### src/rtl/seq_enumerator_pkg.sv
// Shared types and default sizing for the gate-sequence enumerator family.
// Optional incremental resend is enabled with the SEQ_ENUM_INCREMENTAL_EN macro.
package seq_enumerator_pkg;

  localparam int DEF_NUM_GATES   = 32;
  localparam int DEF_GATE_BITS   = 5;
  localparam int DEF_MAX_DEPTH   = 16;
  localparam int DEF_IDX_BITS    = 4;
  localparam int DEF_SEQ_ID_BITS = 32;

  typedef enum logic [1:0] {
    IDLE,
    SEND,
    WAIT_ADV
  } state_t;

  typedef logic [DEF_GATE_BITS-1:0] gate_t;

endpackage

### src/rtl/seq_odometer_step.sv
// Combinational odometer increment over the low i_length gate digits.
// Reports the next digit vector, the highest changed digit k and a full-wrap flag.
module seq_odometer_step
  import seq_enumerator_pkg::*;
#(
  parameter int NUM_GATES = DEF_NUM_GATES,
  parameter int GATE_BITS = DEF_GATE_BITS,
  parameter int MAX_DEPTH = DEF_MAX_DEPTH,
  parameter int IDX_BITS  = DEF_IDX_BITS
) (
  input  logic [MAX_DEPTH-1:0][GATE_BITS-1:0] i_gates,
  input  logic [IDX_BITS:0]                   i_length,
  output logic [MAX_DEPTH-1:0][GATE_BITS-1:0] o_gates,
  output logic [IDX_BITS-1:0]                 o_k,
  output logic                                o_wrap
);

  localparam logic [GATE_BITS-1:0] LP_MAX_GATE = GATE_BITS'(NUM_GATES - 1);

  always_comb begin
    logic w_carry;
    // NOTE: every output gets a default before the loop so no path leaves one unassigned (no latch).
    o_gates = i_gates;
    o_k     = '0;
    w_carry = 1'b1;
    for (int j = 0; j < MAX_DEPTH; j++) begin
      if (w_carry && ((IDX_BITS+1)'(j) < i_length)) begin
        if (i_gates[j] == LP_MAX_GATE) begin
          o_gates[j] = '0;
        end else begin
          o_gates[j] = i_gates[j] + 1'b1;
          o_k        = IDX_BITS'(j);
          w_carry    = 1'b0;
        end
      end
    end
    o_wrap = w_carry;
  end

endmodule

### src/rtl/seq_enumerator.sv
// Enumerates all gate sequences up to a configured length and streams each one, highest index first.
// Define SEQ_ENUM_INCREMENTAL_EN to resend only the changed suffix after an advance.
module seq_enumerator
  import seq_enumerator_pkg::*;
#(
  parameter int NUM_GATES   = DEF_NUM_GATES,
  parameter int GATE_BITS   = DEF_GATE_BITS,
  parameter int MAX_DEPTH   = DEF_MAX_DEPTH,
  parameter int IDX_BITS    = DEF_IDX_BITS,
  parameter int SEQ_ID_BITS = DEF_SEQ_ID_BITS
) (
  input  logic                   clk,
  input  logic                   reset,
  input  logic [IDX_BITS:0]      cfg_length,
  input  logic                   grow_mode,
  input  logic                   start,
  input  logic                   advance,
  input  logic                   replay,
  output logic                   busy,
  output logic                   done,
  output logic [IDX_BITS:0]      cur_length,
  output logic [SEQ_ID_BITS-1:0] seq_id,
  output logic                   out_valid,
  input  logic                   out_ready,
  output logic [IDX_BITS-1:0]    out_index,
  output logic [GATE_BITS-1:0]   out_gate,
  output logic                   out_first,
  output logic                   out_last
);

  localparam logic [IDX_BITS:0] LP_MAX_LEN = (IDX_BITS+1)'(MAX_DEPTH);
  localparam logic [IDX_BITS:0] LP_ONE     = (IDX_BITS+1)'(1);

  state_t                              r_state;
  logic [IDX_BITS:0]                   r_eff_len;
  logic [IDX_BITS:0]                   r_cur_length;
  logic                                r_grow;
  logic                                r_done;
  logic [SEQ_ID_BITS-1:0]              r_seq_id;
  logic                                r_out_valid;
  logic [IDX_BITS-1:0]                 r_out_index;
  logic [GATE_BITS-1:0]                r_out_gate;
  logic [MAX_DEPTH-1:0][GATE_BITS-1:0] r_gates;

  logic [IDX_BITS:0]                   w_eff_len;
  logic [IDX_BITS:0]                   w_first_len;
  logic [IDX_BITS-1:0]                 w_first_idx;
  logic [IDX_BITS:0]                   w_len_m1;
  logic [IDX_BITS-1:0]                 w_top_idx;
  logic [IDX_BITS-1:0]                 w_prev_idx;
  logic [IDX_BITS-1:0]                 w_resend_idx;
  logic [MAX_DEPTH-1:0][GATE_BITS-1:0] w_next_gates;
  logic [IDX_BITS-1:0]                 w_k;
  logic                                w_wrap;
  logic                                w_can_grow;

  assign w_eff_len   = (cfg_length > LP_MAX_LEN) ? LP_MAX_LEN : cfg_length;
  assign w_first_len = grow_mode ? LP_ONE : w_eff_len;
  assign w_first_idx = IDX_BITS'(w_first_len - LP_ONE);
  assign w_len_m1    = r_cur_length - LP_ONE;
  assign w_top_idx   = w_len_m1[IDX_BITS-1:0];
  assign w_prev_idx  = r_out_index - IDX_BITS'(1);
  assign w_can_grow  = r_grow && (r_cur_length < r_eff_len);

  seq_odometer_step #(
    .NUM_GATES (NUM_GATES),
    .GATE_BITS (GATE_BITS),
    .MAX_DEPTH (MAX_DEPTH),
    .IDX_BITS  (IDX_BITS)
  ) u_step (
    .i_gates  (r_gates),
    .i_length (r_cur_length),
    .o_gates  (w_next_gates),
    .o_k      (w_k),
    .o_wrap   (w_wrap)
  );

`ifdef SEQ_ENUM_INCREMENTAL_EN
  // Digits above k are unchanged, so the multiplier keeps its cached prefix product.
  assign w_resend_idx = w_k;
`else
  logic w_unused_k;
  assign w_unused_k   = ^w_k;
  assign w_resend_idx = w_top_idx;
`endif

  always_ff @(posedge clk) begin
    if (reset) begin
      r_state      <= IDLE;
      r_eff_len    <= '0;
      r_cur_length <= '0;
      r_grow       <= 1'b0;
      r_done       <= 1'b0;
      r_seq_id     <= '0;
      r_out_valid  <= 1'b0;
      r_out_index  <= '0;
      r_out_gate   <= '0;
      // NOTE: the digit array is a small flop bank, not a RAM, so clearing it on reset is cheap and keeps out_gate defined.
      r_gates      <= '0;
    end else begin
      case (r_state)
        IDLE: begin
          if (start) begin
            r_eff_len <= w_eff_len;
            r_grow    <= grow_mode;
            if (w_eff_len == '0) begin
              r_done <= 1'b1;
            end else begin
              r_done       <= 1'b0;
              r_cur_length <= w_first_len;
              r_gates      <= '0;
              r_seq_id     <= '0;
              r_out_index  <= w_first_idx;
              r_out_gate   <= '0;
              r_out_valid  <= 1'b1;
              r_state      <= SEND;
            end
          end
        end

        SEND: begin
          if (out_ready) begin
            if (r_out_index == '0) begin
              r_out_valid <= 1'b0;
              r_state     <= WAIT_ADV;
            end else begin
              r_out_index <= w_prev_idx;
              r_out_gate  <= r_gates[w_prev_idx];
            end
          end
        end

        WAIT_ADV: begin
          if (replay) begin
            r_out_index <= w_top_idx;
            r_out_gate  <= r_gates[w_top_idx];
            r_out_valid <= 1'b1;
            r_state     <= SEND;
          end else if (advance) begin
            if (!w_wrap) begin
              r_gates     <= w_next_gates;
              r_seq_id    <= r_seq_id + 1'b1;
              r_out_index <= w_resend_idx;
              r_out_gate  <= w_next_gates[w_resend_idx];
              r_out_valid <= 1'b1;
              r_state     <= SEND;
            end else if (w_can_grow) begin
              // The new top index equals the old length.
              r_cur_length <= r_cur_length + LP_ONE;
              r_gates      <= '0;
              r_seq_id     <= r_seq_id + 1'b1;
              r_out_index  <= r_cur_length[IDX_BITS-1:0];
              r_out_gate   <= '0;
              r_out_valid  <= 1'b1;
              r_state      <= SEND;
            end else begin
              r_done  <= 1'b1;
              r_state <= IDLE;
            end
          end
        end

        default: r_state <= IDLE;
      endcase
    end
  end

  assign busy       = (r_state != IDLE);
  assign done       = r_done;
  assign cur_length = r_cur_length;
  assign seq_id     = r_seq_id;
  assign out_valid  = r_out_valid;
  assign out_index  = r_out_index;
  assign out_gate   = r_out_gate;
  assign out_first  = r_out_valid && ((IDX_BITS+1)'(r_out_index) == w_len_m1);
  assign out_last   = r_out_valid && (r_out_index == '0);

endmodule

### config.mk
export PLATFORM = sky130hd
export DESIGN_NAME = seq_enumerator
export DESIGN_NICKNAME = d
export VERILOG_FILES = /design/src/rtl/seq_enumerator_pkg.sv /design/src/rtl/seq_odometer_step.sv /design/src/rtl/seq_enumerator.sv
export SDC_FILE = /design/constraint.sdc
export NUM_CORES = 1
export LEC_CHECK = 0
export BUFFER_PORTS_ARGS = -buffer_cell sky130_fd_sc_hd__buf_2
export CELL_PAD_IN_SITES_DETAIL_PLACEMENT = 0
export CELL_PAD_IN_SITES_GLOBAL_PLACEMENT = 1
export CORE_ASPECT_RATIO = 2
export CORE_MARGIN = 2
export CORE_UTILIZATION = 31
export CTS_CLUSTER_DIAMETER = 50
export DETAILED_ROUTE_END_ITERATION = 8
export PLACE_DENSITY_LB_ADDON = 0.1
export SETUP_SLACK_MARGIN = 0.05
export SYNTH_ARGS = -nofsm -noshare
export SYNTH_HDL_FRONTEND = slang
export SYNTH_SLANG_ARGS = --single-unit
### constraint.sdc
create_clock -name clk -period 4.74 [get_ports clk]
set_clock_uncertainty 0.2 [all_clocks]
set_input_delay 0.237 -clock clk [delete_from_list [all_inputs] [get_ports clk]]
set_output_delay 0.237 -clock clk [all_outputs]
set_load 0.01 [all_outputs]
==> impl_metrics.tcl <==
set metrics [dict create \
    outcome "complete, no violations" \
    drt_wl_total_microns 50200 \
    yosys_warnings 0 \
    clock_sinks 136 \
    start_kind "flop" \
    hold_depth 4 \
    drtIter0Drc 784 \
    async_reset_ff_share_pct 0 \
    drc 0 \
    static-leakage-power_nw 4.57 \
    synth-edff-count 0 \
    r2r-start "r_gates[21]$_SDFFE_PP0P_" \
    num_antenna_cells 0 \
    required_ps 4860 \
    ys_seq_elements 136 \
    crit_family "simple AND/OR/NAND/NOR gates" \
    design.die.area_sq_um 36800 \
    drtAntennaViolNets 0 \
    cts_root_buffer "clkbuf_16" \
    die_h_microns 269 \
    cap_violations 0 \
    min_path_type "input port to flop" \
    synthCells 1319 \
    grt_pass1_vias 11400 \
    hold_viol 0 \
    drive_above_1_share_pct 19.3 \
    final_common_cell "nor2_1" \
    path_clk_slew_ps 70 \
    timing.fmax_mhz 225 \
    drtPass1Iterations 6 \
    grt_max_degree 61 \
    tightest_slew_ps 1170 \
    grt_pass1_wl_microns 74200 \
    timing.reg2reg.worst_path_depth 12 \
    cp.depth 12 \
    critPathSlowestCell "nor4b_1" \
    path_buf_inv 1 \
    die_w_microns 137 \
    tritoncts "yes" \
    crit_type "flop to flop" \
    powerDensity_nw_per_um2 576 \
    avgSynthCellArea_sq_um 8.27 \
    port_buffers 62 \
    detail_route.vias_per_cell 6.19 \
    r2r_slack_ps 300 \
    insertion_delay_ps 460 \
    period_minus_slack_ps 4440 \
    fin_cells 1847 \
    fillCellCount 3668 \
    worstPathCellList "ha_1 > and3_1 > ha_1 > and2_1 > a311o_1 > o211ai_2 > buf_4 > or2_1 > o21ai_0 > a21oi_1 > nor4b_1 > o31ai_2" \
    grt.total_usage_pct 27.5 \
    synth_cell_types 95 \
    gp_congestion 0.949 \
    fin_nets 1447 \
    critPathMaxFanout 11 \
    fin_tns_setup_ps 0 \
    post-dp-hpwl_microns 38800 \
    grt_antenna_before_repair 0 \
    slowest_delay_ps 800 \
    grt_overflow 0 \
    via_count 11400 \
    slew_violations 0 \
    crit_path_start "r_gates[21]$_SDFFE_PP0P_" \
    ir_worst_vdd_v 0.000352 \
    area_growth_pct 16.2 \
    synth_area_sq_um 10900 \
    post-cts-setup-buffer-count 0 \
    rsz0062_at_grt "no" \
    initial_utilization_pct 31.3 \
    relSlewSlack_pct 21.9 \
    placementRows 97 \
    synth_ff_type "dfxtp_1" \
    cts_max_level 4 \
    hold_start "cfg_length[4]" \
    r2r-end "out_gate[3]$_SDFFE_PP0P_" \
    drt-wirelength-per-cell_microns 27.2 \
    period_share_pct 93.6 \
    setup_violations 0 \
    crit_path_end "out_gate[3]$_SDFFE_PP0P_" \
    cp_data_arrival_time_ps 4550 \
    cts_made_buffers 17 \
    worstSetupEndpointType "flop" \
    clock_path_buffers 2 \
    path_common_cell "ha_1" \
    core_area_sq_um 34800 \
    mostFrequentLayoutCells "143 x nor2_1, 134 x dfxtp_1, 105 x nand2_1" \
    syn-num-nets 1377 \
    yosysSeqAreaShare_pct 24.9 \
    dp_cells 1811 \
    pin_count 63 \
]
==> cell type report <==
type / count / area, sq um / area share [%]
multi-input combinational: 1059 / 7680 / 60.6
sequential: 136 / 2730 / 21.5
timing repair buffer: 147 / 998 / 7.87
tap: 445 / 557 / 4.39
clock buffer: 19 / 443 / 3.49
clock inverter: 13 / 168 / 1.32
inverter: 28 / 105 / 0.829
==> worst register-to-register path, cell delays in order (launching register included) <==
cell,delay (ps)
dfxtp_1,550
ha_1,260
and3_1,180
ha_1,380
and2_1,230
a311o_1,190
o211ai_2,290
buf_4,310
or2_1,280
o21ai_0,260
a21oi_1,200
nor4b_1,800
o31ai_2,150
==> metrics by stage <==
| stage | power [mW] | area [sq um] | hold WS [ps] | utilization, % | setup WS (ps) |
|---|---|---|---|---|---|
| after floorplan | 3.91 | 10900 | 184 | - | 461 |
| after global placement | 5.81 | 12000 | 245 | 34.5 | 392 |
| after detailed placement | 5.80 | 12000 | 255 | 34.5 | 418 |
| after CTS | 7.28 | 12700 | 25.5 | 36.4 | 367 |
| after global routing | 7.61 | 12700 | 48.9 | 36.4 | 212 |
| final | 7.31 | 12700 | 35.5 | 36.4 | 305 |
==> synthesized netlist by cell type, types with 7 or more instances <==
cell type	n	share of area (%)
or3_1	28	1.6
a221oi_1	9	0.72
or4_1	7	0.48
a31oi_1	19	1.1
a32oi_1	20	1.6
mux2i_1	18	1.7
o21a_1	12	0.83
nor2b_1	13	0.75
dfxtp_1	136	25
o211ai_1	10	0.69
a22oi_1	27	1.9
nor3b_1	7	0.48
o31ai_1	11	0.76
nor4_1	13	0.75
xnor2_1	15	1.2
and2_1	10	0.57
a21o_1	8	0.55
mux4_2	49	10
a21oi_1	98	4.5
o21ai_0	67	3.1
nor4b_1	7	0.56
clkbuf_1	61	2.1
and3_1	33	1.9
a211oi_1	21	1.4
nand2b_1	18	1.0
nand4_1	18	1.0
nor2_1	144	5.0
nand3_1	44	2.0
inv_1	27	0.93
buf_2	21	0.96
xor2_1	17	1.4
ha_1	46	5.3
nand2_1	105	3.6
nor3_1	28	1.3
a2bb2oi_1	7	0.56
o41ai_1	7	0.56
==> report_power, final <==
group | switching, mW | total, mW | internal, mW
logic | 3.10 | 4.56 | 1.46
clock network | 0.599 | 1.44 | 0.845
registers | 0.0992 | 1.30 | 1.20
total | 3.80 | 7.31 | 3.51
==> worst min path at each step <==
stage                                end  slack [ps]
5_1_grt        r_eff_len[0]$_SDFFE_PP0P_          50
4_1_cts        r_eff_len[2]$_SDFFE_PP0P_          30
2_1_floorplan        r_grow$_SDFFE_PP0P_         180
6_report       r_eff_len[1]$_SDFFE_PP0P_          40
3_3_place_gp   r_eff_len[4]$_SDFFE_PP0P_         250
3_5_place_dp         r_grow$_SDFFE_PP0P_         250
==> kinds of logic (layout without fill, tap and decap cells) <==
group	after synthesis	count (layout)	synth area share, %
flops	136	136	24.9
buf+inv	124	207	4.99
mux	68	68	11.9
compound gates	401	401	25.9
fa+ha+maj	46	46	5.27
xor+xnor	32	32	2.57
simple gates	512	512	24.4
==> per-layer routing <==
layer	vias up	global-route usage (%)	share of wire (%)
met3	197	4.06	4.6
met2	495	49.0	52
met1	5528	27.4	34
met5	-	0	0
li1	5215	-	-
met4	0	22.6	9.3
==> sequential cells by signal (all words and copies together) (netlist names) <==
| signal | cells |
|---|---|
| r_gates | 80 |
| seq_id | 32 |
| cur_length | 5 |
| out_gate | 5 |
| r_eff_len | 5 |
| out_index | 4 |
| r_state | 2 |
| done | 1 |
| out_valid | 1 |
| r_grow | 1 |
==> timing repair <==
item / in CTS / in global routing
gates resized for setup: 0 / 0
hold buffers: 4 / 0
hold endpoints to repair: 2 / 0
Note: power is estimated with default switching activity, not from simulation.
